**config.mk**
```make
export PLATFORM = sky130hd
export DESIGN_NAME = seq_detect
export DESIGN_NICKNAME = d
export VERILOG_FILES = /design/src/rtl/seq_detect_pkg.sv /design/src/rtl/seq_detect_cnt.sv /design/src/rtl/seq_detect.sv
export SDC_FILE = /design/constraint.sdc
export NUM_CORES = 1
export LEC_CHECK = 0
export CAP_MARGIN = 20
export CORE_MARGIN = 2
export CORE_UTILIZATION = 54
export CTS_CLUSTER_DIAMETER = 200
export DETAILED_ROUTE_END_ITERATION = 7
export PLACE_DENSITY = 0.79
export RECOVER_POWER = 25
export SLEW_MARGIN = 10
export SYNTH_ARGS = -nofsm -noshare
export SYNTH_HDL_FRONTEND = slang
export SYNTH_SLANG_ARGS = --single-unit
```
**constraint.sdc**
```tcl
create_clock -name clk -period 4 [get_ports clk]
set_input_delay 0.4 -clock clk [delete_from_list [all_inputs] [get_ports clk]]
set_output_delay 0.4 -clock clk [all_outputs]
set_load 0.005 [all_outputs]
```
**src/rtl/seq_detect_pkg.sv**
```systemverilog
// -----------------------------------------------------------------------------
// seq_detect_pkg
//   Shared definitions for the seq_detect serial pattern detector. The package
//   provides the maximum pattern length, the table types, and the constant
//   functions that build the KMP failure table, the per-state transition table
//   and the state register width at elaboration time.
// -----------------------------------------------------------------------------
package seq_detect_pkg;

   localparam int unsigned MAX_PAT_LEN = 16;
   localparam int unsigned LEN_W       = $clog2(MAX_PAT_LEN + 1);
   localparam int unsigned IDX_W       = $clog2(MAX_PAT_LEN);

   typedef logic [LEN_W-1:0]                len_t;
   typedef logic [MAX_PAT_LEN-1:0]          pat_t;
   typedef len_t [MAX_PAT_LEN:0]            fail_tab_t;
   typedef len_t [MAX_PAT_LEN-1:0][1:0]     delta_tab_t;

   // Width of a register that holds a prefix length 0..len.
   function automatic int unsigned state_width(input int unsigned len);
      return $clog2(len + 1);
   endfunction

   // Pattern bit i in arrival order: bit 0 is the MSB of the pattern value.
   function automatic logic pat_bit(input pat_t pat, input int unsigned len,
                                    input int unsigned i);
      pat_t sh;
      sh = pat >> (len - 1 - i);
      return sh[0];
   endfunction

   // f[k] = length of the longest proper prefix of the first k pattern bits
   // that is also a suffix of them.
   function automatic fail_tab_t fail_table(input int unsigned len, input pat_t pat);
      fail_tab_t f;
      len_t      k;
      f = '0;
      k = '0;
      for (int unsigned i = 1; i < MAX_PAT_LEN; i++) begin
         if (i < len) begin
            // Bounded unroll of the classic KMP while-loop: once a prefix
            // extends or k reaches zero, further iterations do nothing.
            for (int unsigned j = 0; j < MAX_PAT_LEN; j++) begin
               if (k != '0 && pat_bit(pat, len, i) != pat_bit(pat, len, 32'(k)))
                  k = f[k];
            end
            if (pat_bit(pat, len, i) == pat_bit(pat, len, 32'(k)))
               k = k + 1'b1;
            f[LEN_W'(i + 1)] = k;
         end
      end
      return f;
   endfunction

   // d[s][b] = next prefix length from state s (< len) on input bit b,
   // following the failure chain until a prefix extends. A value of len
   // means a full match.
   function automatic delta_tab_t delta_table(input int unsigned len, input pat_t pat);
      fail_tab_t  f;
      delta_tab_t d;
      len_t       k;
      logic       done;
      f = fail_table(len, pat);
      d = '0;
      for (int unsigned s = 0; s < MAX_PAT_LEN; s++) begin
         for (int unsigned b = 0; b < 2; b++) begin
            if (s < len) begin
               k    = LEN_W'(s);
               done = 1'b0;
               for (int unsigned j = 0; j <= MAX_PAT_LEN; j++) begin
                  if (!done) begin
                     if (pat_bit(pat, len, 32'(k)) == b[0]) begin
                        d[IDX_W'(s)][b[0]] = k + 1'b1;
                        done = 1'b1;
                     end else if (k == '0) begin
                        d[IDX_W'(s)][b[0]] = '0;
                        done = 1'b1;
                     end else begin
                        k = f[k];
                     end
                  end
               end
            end
         end
      end
      return d;
   endfunction

endpackage

```
**src/rtl/seq_detect_cnt.sv**
```systemverilog
// -----------------------------------------------------------------------------
// seq_detect_cnt
//   Saturating match counter with synchronous clear and a sticky saturation
//   flag.
//   clk   : clock, rising edge
//   rst   : asynchronous active-high reset
//   inc   : count one match on this edge
//   clear : synchronous clear; a coincident inc leaves the count at 1
//   cnt   : saturating count (CNT_W bits)
//   sat   : set when cnt reaches all-ones, cleared only by clear or rst
// -----------------------------------------------------------------------------
module seq_detect_cnt #(
   parameter int unsigned CNT_W = 8
) (
   input  logic             clk,
   input  logic             rst,
   input  logic             inc,
   input  logic             clear,
   output logic [CNT_W-1:0] cnt,
   output logic             sat
);

   logic [CNT_W-1:0] cnt_inc;

   always_comb begin
      cnt_inc = cnt + 1'b1;
   end

   always_ff @(posedge clk or posedge rst) begin
      if (rst) begin
         cnt <= '0;
         sat <= 1'b0;
      end else if (clear) begin
         cnt <= inc ? CNT_W'(1) : '0;
         sat <= 1'b0;
      end else if (inc && cnt != '1) begin
         cnt <= cnt_inc;
         sat <= &cnt_inc;
      end
   end

endmodule

```
**src/rtl/seq_detect.sv**
```systemverilog
// -----------------------------------------------------------------------------
// seq_detect
//   Parametrised serial pattern detector. The state is the length of the
//   longest PATTERN prefix that is a suffix of the consumed bits; transitions
//   come from a KMP-derived table built at elaboration.
//   clk       : clock, rising edge
//   rst       : asynchronous active-high reset
//   in_valid  : qualifies stream; bits are consumed only when high
//   stream    : serial data bit (PATTERN MSB arrives first)
//   clear_cnt : synchronous clear of match_cnt and cnt_sat
//   match     : pattern detected (Mealy: same cycle, Moore: next cycle)
//   match_cnt : saturating count of detected matches
//   cnt_sat   : sticky, counter has reached all-ones
// -----------------------------------------------------------------------------
module seq_detect
   import seq_detect_pkg::*;
#(
   parameter int unsigned        PAT_LEN   = 4,
   parameter logic [PAT_LEN-1:0] PATTERN   = 4'b1011,
   parameter logic               MEALY_FSM = 1'b0,
   parameter logic               OVERLAP   = 1'b1,
   parameter int unsigned        CNT_W     = 8
) (
   input  logic             clk,
   input  logic             rst,
   input  logic             in_valid,
   input  logic             stream,
   input  logic             clear_cnt,
   output logic             match,
   output logic [CNT_W-1:0] match_cnt,
   output logic             cnt_sat
);

   generate
      if (PAT_LEN < 2 || PAT_LEN > MAX_PAT_LEN) begin : g_len_check
         $error("seq_detect: PAT_LEN must be in 2..16");
      end
   endgenerate

   localparam int unsigned SW = state_width(PAT_LEN);
   typedef logic [SW-1:0] state_t;

   localparam pat_t       PAT_EXT = pat_t'(PATTERN);
   localparam fail_tab_t  FAIL    = fail_table(PAT_LEN, PAT_EXT);
   localparam delta_tab_t DELTA   = delta_table(PAT_LEN, PAT_EXT);
   localparam state_t     FULL    = SW'(PAT_LEN);
   localparam state_t     CONT    = OVERLAP ? SW'(FAIL[LEN_W'(PAT_LEN)]) : '0;

   state_t           state;
   state_t           base;
   logic [IDX_W-1:0] idx;
   len_t             nxt;
   logic             hit;
   logic             moore_q;

   // In Moore mode the full-match state is only a display state: the next
   // bit is evaluated from the continuation state instead.
   always_comb begin
      base = state;
      if (!MEALY_FSM && state == FULL)
         base = CONT;
      idx = IDX_W'(base);
      nxt = DELTA[idx][stream];
      hit = in_valid && (nxt == LEN_W'(PAT_LEN));
   end

   always_ff @(posedge clk or posedge rst) begin
      if (rst) begin
         state   <= '0;
         moore_q <= 1'b0;
      end else if (in_valid) begin
         if (hit)
            state <= MEALY_FSM ? CONT : FULL;
         else
            state <= SW'(nxt);
         moore_q <= hit;
      end
   end

   assign match = MEALY_FSM ? (hit && !rst) : moore_q;

   seq_detect_cnt #(
      .CNT_W(CNT_W)
   ) u_cnt (
      .clk   (clk),
      .rst   (rst),
      .inc   (hit),
      .clear (clear_cnt),
      .cnt   (match_cnt),
      .sat   (cnt_sat)
   );

endmodule

```
Yosys cells after proc, flatten, opt, wreduce, memory -nomap -nowiden. Memory sizes are Yosys's and may differ from the RTL's. Cells that the tools add are included.

Bitwise gates (word level): 0. Equality and inequality tests: 3. Divide/modulo/power cells: 0. Order comparisons: 2. Add/sub/neg operators: 1. Reductions and logical operators: 4. Shifts and indexed selects: 0. Multipliers: 0. Multiplexer cells: 10.

Operators by type and width (number): two-way mux 8 bit (2); two-way mux 10 bit (1); two-way mux 5 bit (2); adder 8 x 1 -> 8 bit (second input constant) (1); != test 8 bit (second input constant) (1); AND reduction 8 bit (1); two-way mux 3 bit (2); == test 5 x 3 -> 1 bit (second input constant) (1); < comparator 3 x 5 -> 1 bit (second input constant) (1); == test 3 bit (second input constant) (1); two-way mux 1 bit (3); logical AND 1 bit (2); < comparator 1 x 2 -> 1 bit (second input constant) (1); nonzero test 2 bit (1).

Output and inout bits: 10. Memory bits (read-only): 80. Memories: 1. Logic and storage cells: 25. Bits in registers: 13. Memory bits (writable): 0. Bits in latches: 0. Input bits: 5.

Memories: (name not given) (words 8, width 10, rd ports 1, clocked after memory_dff 0, wr ports 0, line seq_detect.sv:63) `nxt = DELTA[idx][stream];`.

Logic depth before layout (Yosys ltp).
Depth after elaboration: 11. Mapped depth: 7. Mapped depth without buffers: 5.

Modules after synthesis. Synthesis repeated with hierarchy kept, for this count alone.

Cell total of the unflattened synthesis: 83. Area, all modules: 757.0 µm².

Modules (own cells, without submodules): seq_detect_cnt (area an instance 546.8 µm², cells each 60, instances 1, seq. area each 225.2 µm²); seq_detect (area an instance 210.2 µm², cells each 23, instances 1, seq. area each 100.1 µm²).

Least setup slack after synthesis. No wires, ideal clock.

Path type: flip-flop to flip-flop. From: register u_cnt.cnt[0]. To: register u_cnt.sat. Required time: 3896 ps. Arrival: 1762 ps. Setup time: 104 ps. Path buffers: 1. Cell stages (with the launch flop): 7. Period minus slack after synthesis: 1865 ps. Path slack: 2135 ps. Cells stage by stage: dfrtp_1 ha_1 buf_2 nand2b_1 or4_1 o211a_1 o41ai_2.

Longest elaborated chain between the ends: 4. Elaborated cells on any way between the ends: 7. Those cells by class: add/sub: 1; eq/ne: 1; mux: 2; reduce/logical: 3.

RTL lines: start, declared (line seq_detect_cnt.sv:19) `output logic [CNT_W-1:0] cnt,`; start signal, assigned (line seq_detect_cnt.sv:34) `cnt <= inc ? CNT_W'(1) : '0;`; start signal, assigned (line seq_detect_cnt.sv:37) `cnt <= cnt_inc;`; adder 8 x 1 -> 8 bit (line seq_detect_cnt.sv:26) `cnt_inc = cnt + 1'b1;`; AND reduction 8 bit (line seq_detect_cnt.sv:38) `sat <= &cnt_inc;`; two-way mux 1 bit (line seq_detect_cnt.sv:36) `end else if (inc && cnt != '1) begin`; two-way mux 1 bit (line seq_detect_cnt.sv:33) `end else if (clear) begin`; end signal, assigned (line seq_detect_cnt.sv:38); end, declared (line seq_detect_cnt.sv:20) `output logic sat`.

Several ways; a longest one is shown, not always the timed one. The select of a mux whose other input is x is not followed. A chain may end at the register's enable or synchronous reset.

Worst setup path in the final report.
From: register u_cnt.cnt[0]. To: register u_cnt.cnt[0].

Longest elaborated chain between the ends: 3. Elaborated cells on any way between the ends: 6. Those cells by class: add/sub: 1; eq/ne: 1; mux: 2; reduce/logical: 2.

RTL lines (line): adder 8 x 1 -> 8 bit / != test 8 bit (equally long branches) (seq_detect_cnt.sv:26, seq_detect_cnt.sv:36); two-way mux 8 bit / logical AND 1 bit (equally long branches) (seq_detect_cnt.sv:36); two-way mux 8 bit / nonzero test 2 bit (equally long branches).

Several ways; a longest one is shown, not always the timed one. The select of a mux whose other input is x is not followed.

==> impl_metrics.yaml <==
cells_and_area:
  layout-area-overhead-vs-synth_pct: 19.4
  finish.net_count: 118
  final_cell_count_no_fill: 126
  register_area_um2: 325
  antenna_cells_inserted: 0
  most_frequent_cells_in_the_layout: "clkdlybuf4s50_1 (13), dfrtp_1 (13), nand2_1 (7), a21oi_1 (7)"
  multi_input_comb_area_um2: 469
  drive_above_1_share_pct: 5.45
  post_layout_util_pct: 67.7
  n_fill_cell: 126
setup_path:
  worstPathCellList: "ha_1 -> nand3_1 -> nor3_1 -> clkbuf_2 -> nand2b_1 -> a32o_1"
  critPathLaunchType: "flip-flop"
  cpMaxStageDelayCell: "nor3_1"
  path_max_fanout: 9
  worst_ep_arrival_time_ns: 2.49
  criticalPathCategory: "reg -> reg"
  worst_ep_required_time_ns: 4.22
  crit_path_end_kind: "flip-flop"
  slowest_delay_ns: 0.58
clocking:
  clock_sink_count: 13
  cts_htree_levels: 1
  cts_made_buffers: 3
  postCtsSetupBuffers: 0
  post_cts.resized_instances: 0
  clock_tree_from_tritoncts: "yes"
  hold_buffers: 0
  ctsLongestPathBuffers: 2
  cts.reportedPaths.clkPinSlew_ns: 0.08
  clock_insertion_delay_worst_skew_ns: 0.28
  ctsRootBufferMaster: "clkbuf_4"
placement:
  routability_congestion_estimate: 0.779
  preCtsSetupSlack_ns: 1.51
  port-buffer-count: 14
  hpwlAfterDp_um: 1250
  place.detailed.instances: 121
synth:
  mappedNetlistNets: 104
  yosys.area.top_type_share_pct: 38.5
  synth_sequential_area_ratio_pct: 38.5
  syn_avg_cell_area_um2: 8.71
  synth.distinct_cells: 36
  synth_top_cells_by_area: "dfrtp_1 (39%), a21oi_1 (4.1%), o21ai_1 (3.6%)"
  yosys.area.top_type: "dfrtp_1"
  synth_warnings: 0
  synth.cell_area_um2: 845
  ys_ff_latch: 13
  postSynthCellCount: 97
global_routing:
  grt_util_met2_pct: 30.9
  grt_util_met3_pct: 6.25
  groute.usage.overall_pct: 21.4
  met1_usage_pct: 29.9
  initial_antenna_violation_count: 0
  wire_length_of_the_first_global_routing_pass_um: 2970
  grt_start_max_net_pins: 19
  grt-ovfl-total: 0
  top_usage_layer: "met2"
  first_global_vias: 651
power_and_ir_drop:
  leakagePower_nw: 0.370
  power.density_nw_per_um2: 282
  peakVddDrop_mv: 0.243
sta:
  max_slew.worst_pin.slew_ns: 0.620
  finalSetupViolCount: 0
  final_max_slew_viol_count: 0
  timing.final.ws_setup_ns: 1.73
  fin_worst_skew_ns: 0.000727
  rsz0062_at_grt: "no"
  tns_ns: 0
  finalWorstPathRequiredPeriod_ns: 2.27
  layout_worst_path_cycle_share_pct: 56.7
  achievable-frequency_mhz: 441
  slew_headroom_pct: 58.4
  timing.hold.ws_ns: 0.510
  final-hold-violation-count: 0
routing:
  drc_errors: 0
  drt-vias-per-instance: 6.13
  drtIter0Drc: 31
  postRouteAntennaNets: 0
  via_count: 772
  drt_pre_antenna_iters: 4
  wl_per_cell_um: 14.6
  routed_wl_um: 1840
floorplanning:
  design.portCount: 15
  core_region_area_um2: 1490
  chipWidth_um: 43.5
  die_y_um: 43.5
  initial_utilization_pct: 56.7
  num_rows: 14
  floorplan.die_area_um2: 1900
hold_path:
  holdCritPathClass: "reg -> reg"
status:
  run_status: "complete, no violations"
job:
  max_cap_violations: 0
through the flow:
step           area (µm²)  total power [mW]
2_1_floorplan         845             0.186
3_3_place_gp          977             0.203
3_5_place_dp          977             0.205
4_1_cts              1000             0.289
5_1_grt              1010             0.301
6_report             1010             0.285
kinds of logic after synthesis:
group                    count (synthesis)  share of synthesized area [%]
AO/OA/AOI/OAI                           31                           25.3
buffers and inverters                   12                           5.93
XOR/XNOR                                 1                           1.04
adder cells (fa/ha/maj)                  2                           2.96
flip-flops                              13                           38.5
AND/OR/NAND/NOR                         38                           26.2
routing by layer:
| layer | vias up | wire length (µm) |
|---|---|---|
| li1 | 394 | - |
| met1 | 355 | 931 |
| met2 | 19 | 792 |
| met3 | 4 | 90 |
| met4 | 0 | 22 |
| met5 | - | 0 |
cell type report:
type                       count  share of cell area (%)
multi-input combinational     72                    46.5
tap                           16                    1.99
clock buffer                   4                    2.61
timing repair buffer          15                    14.4
sequential                    13                    32.3
inverter                       6                    2.23
sequential cells by signal (all words and copies together) (netlist names):
name       cells
u_cnt.cnt      8
match          1
u_cnt.sat      1
state          3
synthesized netlist by cell type (all sizes together):
| master | instances |
|---|---|
| dfrtp | 13 |
| nand2 | 8 |
| a21oi | 7 |
| o21ai | 7 |
| inv | 6 |
| nand3 | 5 |
| buf | 4 |
| nor2 | 4 |
| or4 | 4 |
| a31oi | 3 |
| nand2b | 3 |
| o31ai | 3 |
| o41ai | 3 |
| or3 | 3 |
| clkbuf | 2 |
| ha | 2 |
| nand3b | 2 |
| nor2b | 2 |
| o211ai | 2 |
| a32o | 1 |
| and3 | 1 |
| and3b | 1 |
| and4 | 1 |
| nand4 | 1 |
| nand4b | 1 |
| nor3 | 1 |
| o211a | 1 |
| o21bai | 1 |
| o221ai | 1 |
| o22a | 1 |
| o31a | 1 |
| or4b | 1 |
| xnor2 | 1 |
worst max-delay path, delay by kind of cell, from the launching register on:
| family | cells | cell delay (ns) |
|---|---|---|
| compound gates | 1 | 0.15 |
| fa+ha+maj | 1 | 0.36 |
| buf+inv | 1 | 0.29 |
| flops | 1 | 0.50 |
| simple gates | 3 | 0.91 |
worst paths after layout:
kind | from | to | slack [ns] | depth (start not counted)
setup / recovery | u_cnt.cnt[0]$_DFFE_PP0P_ | u_cnt.cnt[0]$_DFFE_PP0P_ | 1.73 | 6
hold / removal | match$_DFFE_PP0P_ | match$_DFFE_PP0P_ | 0.51 | 2
setup reg to reg | u_cnt.cnt[0]$_DFFE_PP0P_ | u_cnt.cnt[0]$_DFFE_PP0P_ | 1.73 | 6
hold reg to reg | match$_DFFE_PP0P_ | match$_DFFE_PP0P_ | 0.51 | 2
max in group asynchronous | rst | state[1]$_DFFE_PP0P_ | 3.08 | 2
min in group asynchronous | rst | u_cnt.cnt[6]$_DFFE_PP0P_ | 0.59 | 2
power breakdown:
| part | internal, mW | switching [mW] | total (mW) |
|---|---|---|---|
| clock | 0.0387 | 0.0446 | 0.0833 |
| sequential | 0.143 | 0.0128 | 0.156 |
| combinational | 0.0211 | 0.0243 | 0.0454 |
| total | 0.203 | 0.0816 | 0.285 |
(Power assumes the default switching activity.)
